<file path="src/rtl/lif_stdp_pkg.sv">
// Shared constants and saturating arithmetic helpers for the LIF/STDP neuron.
// Helpers operate on 32-bit operands; callers size-cast results back to their register width.
package lif_stdp_pkg;

  localparam int unsigned DEF_N_IN     = 4;
  localparam int unsigned DEF_W_W      = 6;
  localparam int unsigned DEF_V_W      = 8;
  localparam int unsigned DEF_V_TH     = 128;
  localparam int unsigned DEF_LEAK_SH  = 3;
  localparam int unsigned DEF_REFRAC   = 4;
  localparam int unsigned DEF_TRACE_W  = 3;
  localparam int unsigned DEF_W_INIT   = 16;
  localparam int unsigned DEF_LTP_STEP = 2;
  localparam int unsigned DEF_LTD_STEP = 1;

  function automatic logic [31:0] sat_add(input logic [31:0] a,
                                          input logic [31:0] b,
                                          input logic [31:0] max_val);
    logic [32:0] sum;
    sum = {1'b0, a} + {1'b0, b};
    if (sum > {1'b0, max_val}) return max_val;
    return sum[31:0];
  endfunction

  function automatic logic [31:0] sat_sub(input logic [31:0] a,
                                          input logic [31:0] b);
    return (a > b) ? (a - b) : 32'd0;
  endfunction

  // A spike reloads the trace to full scale; otherwise it decays by one toward zero.
  function automatic logic [31:0] trace_next(input logic        spk,
                                             input logic [31:0] trace,
                                             input logic [31:0] t_max);
    if (spk) return t_max;
    return (trace != 32'd0) ? (trace - 32'd1) : 32'd0;
  endfunction

endpackage

</file>
<file path="src/rtl/stdp_synapse.sv">
// One plastic synapse: weight register, presynaptic trace and pair-based LTP/LTD update.
module stdp_synapse
  import lif_stdp_pkg::*;
#(
  parameter int unsigned W_W      = DEF_W_W,
  parameter int unsigned TRACE_W  = DEF_TRACE_W,
  parameter int unsigned W_INIT   = DEF_W_INIT,
  parameter int unsigned LTP_STEP = DEF_LTP_STEP,
  parameter int unsigned LTD_STEP = DEF_LTD_STEP
) (
  input  logic           clk,
  input  logic           rst_n,
  input  logic           en,
  input  logic           learn_en,
  input  logic           pre_spk,
  input  logic           fire,
  input  logic           post_trace_nz,
  output logic [W_W-1:0] w
);

  localparam logic [31:0] W_MAX = (32'd1 << W_W) - 32'd1;
  localparam logic [31:0] T_MAX = (32'd1 << TRACE_W) - 32'd1;

  logic [TRACE_W-1:0] pre_trace;
  logic [TRACE_W-1:0] pre_trace_d;
  logic [W_W-1:0]     w_d;
  logic               ltp;
  logic               ltd;

  // A coincident pre and post spike is causal, so LTP takes priority over LTD.
  always_comb begin
    ltp         = learn_en && fire && (pre_spk || (pre_trace != '0));
    ltd         = learn_en && !fire && pre_spk && post_trace_nz;
    w_d         = w;
    if (ltp)
      w_d = W_W'(sat_add(32'(w), LTP_STEP, W_MAX));
    else if (ltd)
      w_d = W_W'(sat_sub(32'(w), LTD_STEP));
    pre_trace_d = TRACE_W'(trace_next(pre_spk, 32'(pre_trace), T_MAX));
  end

  always_ff @(posedge clk or negedge rst_n) begin
    if (!rst_n) begin
      w         <= W_W'(W_INIT);
      pre_trace <= '0;
    end else if (en) begin
      w         <= w_d;
      pre_trace <= pre_trace_d;
    end
  end

endmodule

</file>
<file path="src/rtl/lif_stdp_neuron_n.sv">
// Leaky integrate-and-fire neuron with N_IN plastic STDP synapses, bias current and refractory period.
// Membrane, refractory counter, post trace and current summation live here; weights live in the synapses.
module lif_stdp_neuron_n
  import lif_stdp_pkg::*;
#(
  parameter int unsigned N_IN     = DEF_N_IN,
  parameter int unsigned W_W      = DEF_W_W,
  parameter int unsigned V_W      = DEF_V_W,
  parameter int unsigned V_TH     = DEF_V_TH,
  parameter int unsigned LEAK_SH  = DEF_LEAK_SH,
  parameter int unsigned REFRAC   = DEF_REFRAC,
  parameter int unsigned TRACE_W  = DEF_TRACE_W,
  parameter int unsigned W_INIT   = DEF_W_INIT,
  parameter int unsigned LTP_STEP = DEF_LTP_STEP,
  parameter int unsigned LTD_STEP = DEF_LTD_STEP
) (
  input  logic                  clk,
  input  logic                  rst_n,
  input  logic                  en,
  input  logic                  learn_en,
  input  logic [N_IN-1:0]       pre_spk,
  input  logic [V_W-1:0]        ext_cur,
  output logic                  post_spk,
  output logic [V_W-1:0]        v_mem,
  output logic                  refrac,
  output logic [N_IN*W_W-1:0]   w_flat
);

  localparam int unsigned I_W  = ((V_W > W_W) ? V_W : W_W) + $clog2(N_IN) + 1;
  localparam int unsigned S_W  = I_W + 1;
  localparam int unsigned RC_W = (REFRAC > 0) ? $clog2(REFRAC + 1) : 1;

  localparam logic [S_W-1:0]  V_MAX_S = S_W'((64'd1 << V_W) - 64'd1);
  localparam logic [S_W-1:0]  V_TH_S  = S_W'(V_TH);
  localparam logic [31:0]     T_MAX   = (32'd1 << TRACE_W) - 32'd1;

  logic [W_W-1:0]     w_arr [N_IN];
  logic [I_W-1:0]     cur;
  logic [V_W-1:0]     v_leaked;
  logic [S_W-1:0]     v_sum;
  logic [V_W-1:0]     v_sat;
  logic               fire;
  logic               refractory;
  logic [RC_W-1:0]    rc;
  logic [TRACE_W-1:0] post_trace;
  logic               post_trace_nz;

  assign refractory    = (rc != '0);
  assign refrac        = refractory;
  assign post_trace_nz = (post_trace != '0);

  // Summation is wide enough that the bias plus every weight can never wrap.
  always_comb begin
    cur = I_W'(ext_cur);
    for (int i = 0; i < N_IN; i++) begin
      if (pre_spk[i]) cur = cur + I_W'(w_arr[i]);
    end
  end

  always_comb begin
    v_leaked = v_mem - (v_mem >> LEAK_SH);
    v_sum    = S_W'(v_leaked) + S_W'(cur);
    v_sat    = (v_sum > V_MAX_S) ? V_W'(V_MAX_S) : V_W'(v_sum);
    fire     = !refractory && (S_W'(v_sat) >= V_TH_S);
  end

  always_ff @(posedge clk or negedge rst_n) begin
    if (!rst_n) begin
      v_mem      <= '0;
      rc         <= '0;
      post_trace <= '0;
      post_spk   <= 1'b0;
    end else if (!en) begin
      post_spk <= 1'b0;
    end else begin
      post_spk   <= fire;
      post_trace <= TRACE_W'(trace_next(fire, 32'(post_trace), T_MAX));
      if (refractory) begin
        v_mem <= '0;
        rc    <= rc - RC_W'(1);
      end else if (fire) begin
        v_mem <= '0;
        rc    <= RC_W'(REFRAC);
      end else begin
        v_mem <= v_sat;
      end
    end
  end

  for (genvar i = 0; i < N_IN; i++) begin : g_syn
    stdp_synapse #(
      .W_W      (W_W),
      .TRACE_W  (TRACE_W),
      .W_INIT   (W_INIT),
      .LTP_STEP (LTP_STEP),
      .LTD_STEP (LTD_STEP)
    ) u_syn (
      .clk           (clk),
      .rst_n         (rst_n),
      .en            (en),
      .learn_en      (learn_en),
      .pre_spk       (pre_spk[i]),
      .fire          (fire),
      .post_trace_nz (post_trace_nz),
      .w             (w_arr[i])
    );
    assign w_flat[i*W_W +: W_W] = w_arr[i];
  end

endmodule

</file>
<file path="config.mk">
export PLATFORM = sky130hd
export DESIGN_NAME = lif_stdp_neuron_n
export DESIGN_NICKNAME = d
export VERILOG_FILES = /design/src/rtl/lif_stdp_pkg.sv /design/src/rtl/stdp_synapse.sv /design/src/rtl/lif_stdp_neuron_n.sv
export SDC_FILE = /design/constraint.sdc
export NUM_CORES = 1
export LEC_CHECK = 0
export CELL_PAD_IN_SITES_DETAIL_PLACEMENT = 0
export CELL_PAD_IN_SITES_GLOBAL_PLACEMENT = 1
export CORE_MARGIN = 4
export CORE_UTILIZATION = 50
export CTS_CLUSTER_DIAMETER = 50
export CTS_CLUSTER_SIZE = 24
export DETAILED_ROUTE_END_ITERATION = 7
export DONT_BUFFER_PORTS = 1
export PLACE_DENSITY = 0.86
export SLEW_MARGIN = 5
export SYNTH_ARGS = -nofsm -noshare
export SYNTH_HDL_FRONTEND = slang
export SYNTH_SLANG_ARGS = --single-unit
</file>
<file path="constraint.sdc">
create_clock -name clk -period 15.5 [get_ports clk]
set_clock_uncertainty 0.1 [all_clocks]
set_input_delay 2.325 -clock clk [delete_from_list [all_inputs] [get_ports clk]]
set_output_delay 2.325 -clock clk [all_outputs]
set_load 0.005 [all_outputs]
</file>
* Word-level counts from Yosys, hierarchy flattened
Cells that the tools add are included.
Word-level totals: bits in latches 0, memory bits (writable) 0, bits in read-only memories 0, memories 0, word-level logic and storage cells 138, flip-flop bits (word level) 51
Operators by class: reduce and logical (&&, ||, !) cells 37, $add $sub $neg 20, muxes and demuxes 59, divide/modulo/power cells 0, shift operators 0, order comparisons 10, multiply operators 0, eq/ne operators 0, bitwise operators 0
Operators with widths (number):
- two-way mux 6 bit | 20
- two-way mux 3 bit | 17
- adder 11 x 6 -> 11 bit | 3
- two-way mux 11 bit | 3
- adder 6 x 2 -> 7 bit, second input constant | 4
- greater-than comparator 7 x 6 -> 1 bit, second input constant | 4
- greater-than comparator 6 x 1 -> 1 bit, second input constant | 4
- two-way mux 8 bit | 3
- subtractor 6 x 1 -> 6 bit, second input constant | 4
- nonzero test 3 bit | 6
- subtractor 3 x 1 -> 3 bit, second input constant | 6
- logical AND 1 bit | 15
- two-way mux 1 bit | 15
- adder 8 x 11 -> 12 bit | 1
- greater-than comparator 12 x 8 -> 1 bit, second input constant | 1
- AND reduction 2 bit | 5
- nonzero test 2 bit | 5
- adder 8 x 6 -> 9 bit | 1
- two-way mux 9 bit | 1
- greater-or-equal comparator 8 bit, second input constant | 1
- subtractor 8 x 5 -> 8 bit | 1
- logical OR 1 bit | 4
- logical NOT 1 bit | 2

* Longest topological paths before layout
depth in word-level cells 19, mapped depth 34

* Modules after synthesis
Synthesis repeated with hierarchy kept, for this count alone.
Unflattened totals: cell total of the unflattened synthesis 720, area, all modules 6027.0 um2
By module, submodules not included:
- stdp_synapse | cells an instance 93, area each 782.0 um2, seq. area each 226.5 um2, times used 4
- lif_stdp_neuron_n | cells an instance 348, area each 2899.0 um2, seq. area each 375.4 um2, times used 1

* Least setup slack after synthesis
Ideal clock, no wire load.
path type input-to-reg, start point input ext_cur[0], end point register g_syn[2].u_syn.w[3], arrival time 8359 ps, library setup time 126 ps, path slack 6914 ps, stages 28, required time 15274 ps, buffers on the path 0, cell sequence ha_1 -> inv_1 -> fa_1 -> nor2b_1 -> o31ai_2 -> a31o_2 -> ha_1 -> o21ai_0 -> a31o_2 -> nor2b_1 -> xnor2_1 -> mux2_2 -> ha_1 -> xnor2_1 -> mux2_2 -> ha_1 -> or3_1 -> o221a_2 -> nand2_1 -> a32oi_1 -> xor2_1 -> ha_1 -> a21o_1 -> a21o_1 -> o41a_2 -> nand2_1 -> mux2_2 -> o32a_1
On the way: cells in the longest elaborated chain, start to end 19, elaborated cells on any way between the ends 22
Ends and longest elaborated chain:
- start: declaration | line lif_stdp_neuron_n.sv:22 | input logic [V_W-1:0] ext_cur,
- adder 8 x 6 -> 9 bit | line lif_stdp_neuron_n.sv:56 | if (pre_spk[i]) cur = cur + I_W'(w_arr[i]);
- two-way mux 9 bit * | line lif_stdp_neuron_n.sv:56
- adder 11 x 6 -> 11 bit | line lif_stdp_neuron_n.sv:56
- two-way mux 11 bit * | line lif_stdp_neuron_n.sv:56
- adder 11 x 6 -> 11 bit | line lif_stdp_neuron_n.sv:56
- two-way mux 11 bit * | line lif_stdp_neuron_n.sv:56
- adder 11 x 6 -> 11 bit | line lif_stdp_neuron_n.sv:56
- two-way mux 11 bit * | line lif_stdp_neuron_n.sv:56
- adder 8 x 11 -> 12 bit * | line lif_stdp_neuron_n.sv:62 | v_sum = S_W'(v_leaked) + S_W'(cur);
- greater-than comparator 12 x 8 -> 1 bit | line lif_stdp_neuron_n.sv:63 | v_sat = (v_sum > V_MAX_S) ? V_W'(V_MAX_S) : V_W'(v_sum);
- two-way mux 8 bit * | line lif_stdp_neuron_n.sv:63
- greater-or-equal comparator 8 bit * | line lif_stdp_neuron_n.sv:64 | fire = !refractory && (S_W'(v_sat) >= V_TH_S);
- logical AND 1 bit * | line lif_stdp_neuron_n.sv:64
- logical NOT 1 bit | line stdp_synapse.sv:33 | ltd = learn_en && !fire && pre_spk && post_trace_nz;
- logical AND 1 bit (3 in a row) | line stdp_synapse.sv:33
- nonzero test 2 bit (no line)
- AND reduction 2 bit (no line)
- end signal: assignment | line stdp_synapse.sv:44 | w <= W_W'(W_INIT);
- end signal: assignment | line stdp_synapse.sv:47 | w <= w_d;
- end: declaration | line stdp_synapse.sv:18 | output logic [W_W-1:0] w
Every way passes the cells marked *; elsewhere a longest branch is shown, timed or not. A chain may end at the register's enable or synchronous reset.

* Worst setup path in the final report
start point input ext_cur[0], end point register g_syn[3].u_syn.w[1]
On the way: cells in the longest elaborated chain, start to end 19, elaborated cells on any way between the ends 22
Ends and longest elaborated chain (line):
- adder 8 x 6 -> 9 bit | lif_stdp_neuron_n.sv:56
- two-way mux 9 bit * | lif_stdp_neuron_n.sv:56
- adder 11 x 6 -> 11 bit | lif_stdp_neuron_n.sv:56
- two-way mux 11 bit * | lif_stdp_neuron_n.sv:56
- adder 11 x 6 -> 11 bit | lif_stdp_neuron_n.sv:56
- two-way mux 11 bit * | lif_stdp_neuron_n.sv:56
- adder 11 x 6 -> 11 bit | lif_stdp_neuron_n.sv:56
- two-way mux 11 bit * | lif_stdp_neuron_n.sv:56
- adder 8 x 11 -> 12 bit * | lif_stdp_neuron_n.sv:62
- greater-than comparator 12 x 8 -> 1 bit | lif_stdp_neuron_n.sv:63
- two-way mux 8 bit * | lif_stdp_neuron_n.sv:63
- greater-or-equal comparator 8 bit * | lif_stdp_neuron_n.sv:64
- logical AND 1 bit * | lif_stdp_neuron_n.sv:64
- logical NOT 1 bit | stdp_synapse.sv:33
- logical AND 1 bit (3 in a row) | stdp_synapse.sv:33
- nonzero test 2 bit (no line)
- AND reduction 2 bit (no line)
- end signal: assignment | stdp_synapse.sv:44
- end signal: assignment | stdp_synapse.sv:47
- end: declaration | stdp_synapse.sv:18
Marks and branches as above.

==> run_results.csv <==
group,metric,value,unit
min_path,hold_start,"g_syn[3].u_syn.pre_trace[1]",
floorplanning,start_util,0.511,
sta,min_period,9.22,ns
yosys,ys_types,83,
clock_tree,tritoncts,"done",
place,routabilityCongestion,0.925,
floorplanning,core,11500,sq um
grt,grt_pass1_vias,5057,
clock_tree,clk_latency,0.31,ns
yosys,synthFlopType,"dfrtp_1",
route,drt_pass1_iterations,5,
grt,antenna_found_initial,0,
yosys,yosysTopAreaCell,"dfrtp_1",
route,drt_iter0_drc,380,
critical_path,cp-startpoint,"ext_cur[0]",
final_layout,final_cell_mix,"nor2_1 (77), ha_1 (73), inv_1 (54)",
route,routed_via_density,6.30,
final_layout,drive_gt1_frac,0.0819,
clock_tree,clk_pin_slew_worst_paths,0.07,ns
sta,hold_viol_final,0,
final_layout,diodes,0,
yosys,syn_area_per_cell,8.22,sq um
grt,grt_usage,0.227,
sta,relSlewSlack,0.317,
sta,finalCritPeriodShare,0.595,
floorplanning,fp-row-count,39,
final_layout,final_common_cell,"nor2_1",
final_layout,seqCellArea,1280,sq um
yosys,synthArstFlopShare,1.00,
critical_path,crit_fanout,17,
floorplanning,io_pins,50,
clock_tree,clock_sinks,51,
final_layout,multiInputGateArea,4260,sq um
yosys,synth_top_area_frac,0.201,
sta,fin_setup_tns,0,ns
flow_run,maxCapViolations,0,
sta,slew_viol_final,0,
sta,rsz0062_at_grt,"false",
clock_tree,cts_buffers,5,
route,post-route-drc-count,0,
critical_path,start_kind,"input port",
route,num_vias,5282,
critical_path,endpoint_kind,"register",
clock_tree,cts_hold_buf,0,
grt,grt_max_degree,52,
floorplanning,die_y,116,um
clock_tree,root_buffer,"clkbuf_16",
yosys,synth_edf_count,0,
route,wl_per_cell,17.4,um
final_layout,nets,790,
final_layout,syn_to_final_growth,4.08,%
critical_path,crit_type,"input port to register",
grt,grt-ovfl-total,0,
critical_path,r2r_start,"g_syn[0].u_syn.w[1]",
route,routed_wl,14600,um
yosys,synth.yosys.warnings,0,
final_layout,nFillCells,1079,
yosys,yosysSeqAreaShare,0.219,
place,hpwl,11000,um
critical_path,cp.arrival,9.32,ns
clock_tree,clockBufferDepth,2,
min_path,hold_path.class,"register to register",
yosys,synth_area,5860,sq um
yosys,ys_top_cells_by_area,"dfrtp_1 (20%), ha_1 (16%), nor2_1 (4.9%)",
yosys,synthesis.instances,713,
clock_tree,cts_resized,0,
sta,finalSetupViolCount,0,
grt,grt_pass1_wl,24900,um
yosys,syn-num-nets,808,
floorplanning,design.die.area,13500,sq um
floorplanning,fp.dieW,116,um
yosys,ys_ff_latch,51,
clock_tree,h-tree-depth,2,
clock_tree,post_cts_buffers,0,
route,ant_nets,0,
critical_path,cp_data_required_time,15.60,ns
sta,clock.fmax,108,MHz
place,io_buffers,0,
sta,worst_slew_pin_slew,1.02,ns
run_status,outcome,"finished clean",
[worst max-delay path: stages]
cell,delay (ns)
ha_1,0.17
inv_1,0.06
fa_1,0.40
xnor2_1,0.14
mux2_2,0.30
ha_1,0.31
xor2_1,0.17
o21ai_0,0.36
ha_1,0.37
o21ai_0,0.19
nor2_1,0.11
o21a_1,0.18
nor2_1,0.11
xnor2_1,0.07
mux2_2,0.28
ha_1,0.22
or3_1,0.37
o221a_2,0.29
nand2_1,0.10
a32oi_1,0.14
xor2_1,0.19
ha_1,0.34
nand4_1,0.13
a21o_1,0.26
o41ai_4,0.90
nor3_2,0.20
or2_4,0.34
mux2_4,0.30
[Yosys cell counts (all sizes together) (9+ instances only)]
cell,instances
a21o,16
nand3,24
a21oi,42
inv,54
nor3,15
nor2,77
ha,73
nor2b,9
nand2,38
o21a,9
o21ai,53
clkbuf,19
mux2,18
xor2,11
o22ai,10
nand4,11
xnor2,21
dfrtp,47
nand2b,12
[per-stage QoR]
step | std cells | util | instance area, sq um | setup WS (ns) | hold slack [ns]
2_1_floorplan | 713 | - | 5860 | 6.91 | 0.373
3_3_place_gp | 831 | 0.517 | 5930 | 6.26 | 0.391
3_5_place_dp | 831 | 0.517 | 5930 | 6.07 | 0.398
4_1_cts | 839 | 0.532 | 6100 | 6.38 | 0.415
5_1_grt | 839 | 0.532 | 6100 | 5.87 | 0.445
6_report | 839 | 0.532 | 6100 | 6.28 | 0.411
[state kept, by name, indices dropped and copies added, names as in the netlist]
signal	flops
g_syn.u_syn.w	24
g_syn.u_syn.pre_trace	12
v_mem	8
post_trace	3
rc	3
post_spk	1
[logic make-up (layout without fill, tap and decap cells)]
logic type      Yosys count  count (layout)  synth area share
flops                    51              51             0.219
simple gates            223             223             0.189
fa+ha+maj                79              79             0.176
mux                      22              22            0.0420
buf+inv                  80              63            0.0544
xor+xnor                 32              32            0.0478
compound gates          226             226             0.272
[area by class of cell]
class	count	share of cell area
tap	143	0.0293
sequential	51	0.210
inverter	54	0.0332
multi-input combinational	582	0.699
clock inverter	3	0.00718
timing repair buffer	1	0.00123
clock buffer	5	0.0205
[worst paths after layout]
check / slack, ns / end / cells past startpoint
worst max-delay path: 6.28 / g_syn[3].u_syn.w[1] / 28
worst min-delay path: 0.41 / g_syn[3].u_syn.pre_trace[1] / 2
worst max register to register: 7.69 / g_syn[3].u_syn.w[1] / 27
worst min register to register: 0.41 / g_syn[3].u_syn.pre_trace[1] / 2
max in group asynchronous: 13.46 / g_syn[0].u_syn.w[4] / 0
min in group asynchronous: 1.61 / g_syn[1].u_syn.w[2] / 0
[per-layer routing]
layer,GRT usage,vias to the layer above,part of all wire
li1,-,2577,-
met3,0.0430,14,0.063
met1,0.305,2537,0.46
met4,0.0634,0,0.013
met2,0.372,154,0.47
met5,0,-,0
Power is left out: the tool's default activity adds up to more than one toggle a clock period on the data nets, which glitch-free logic cannot reach.
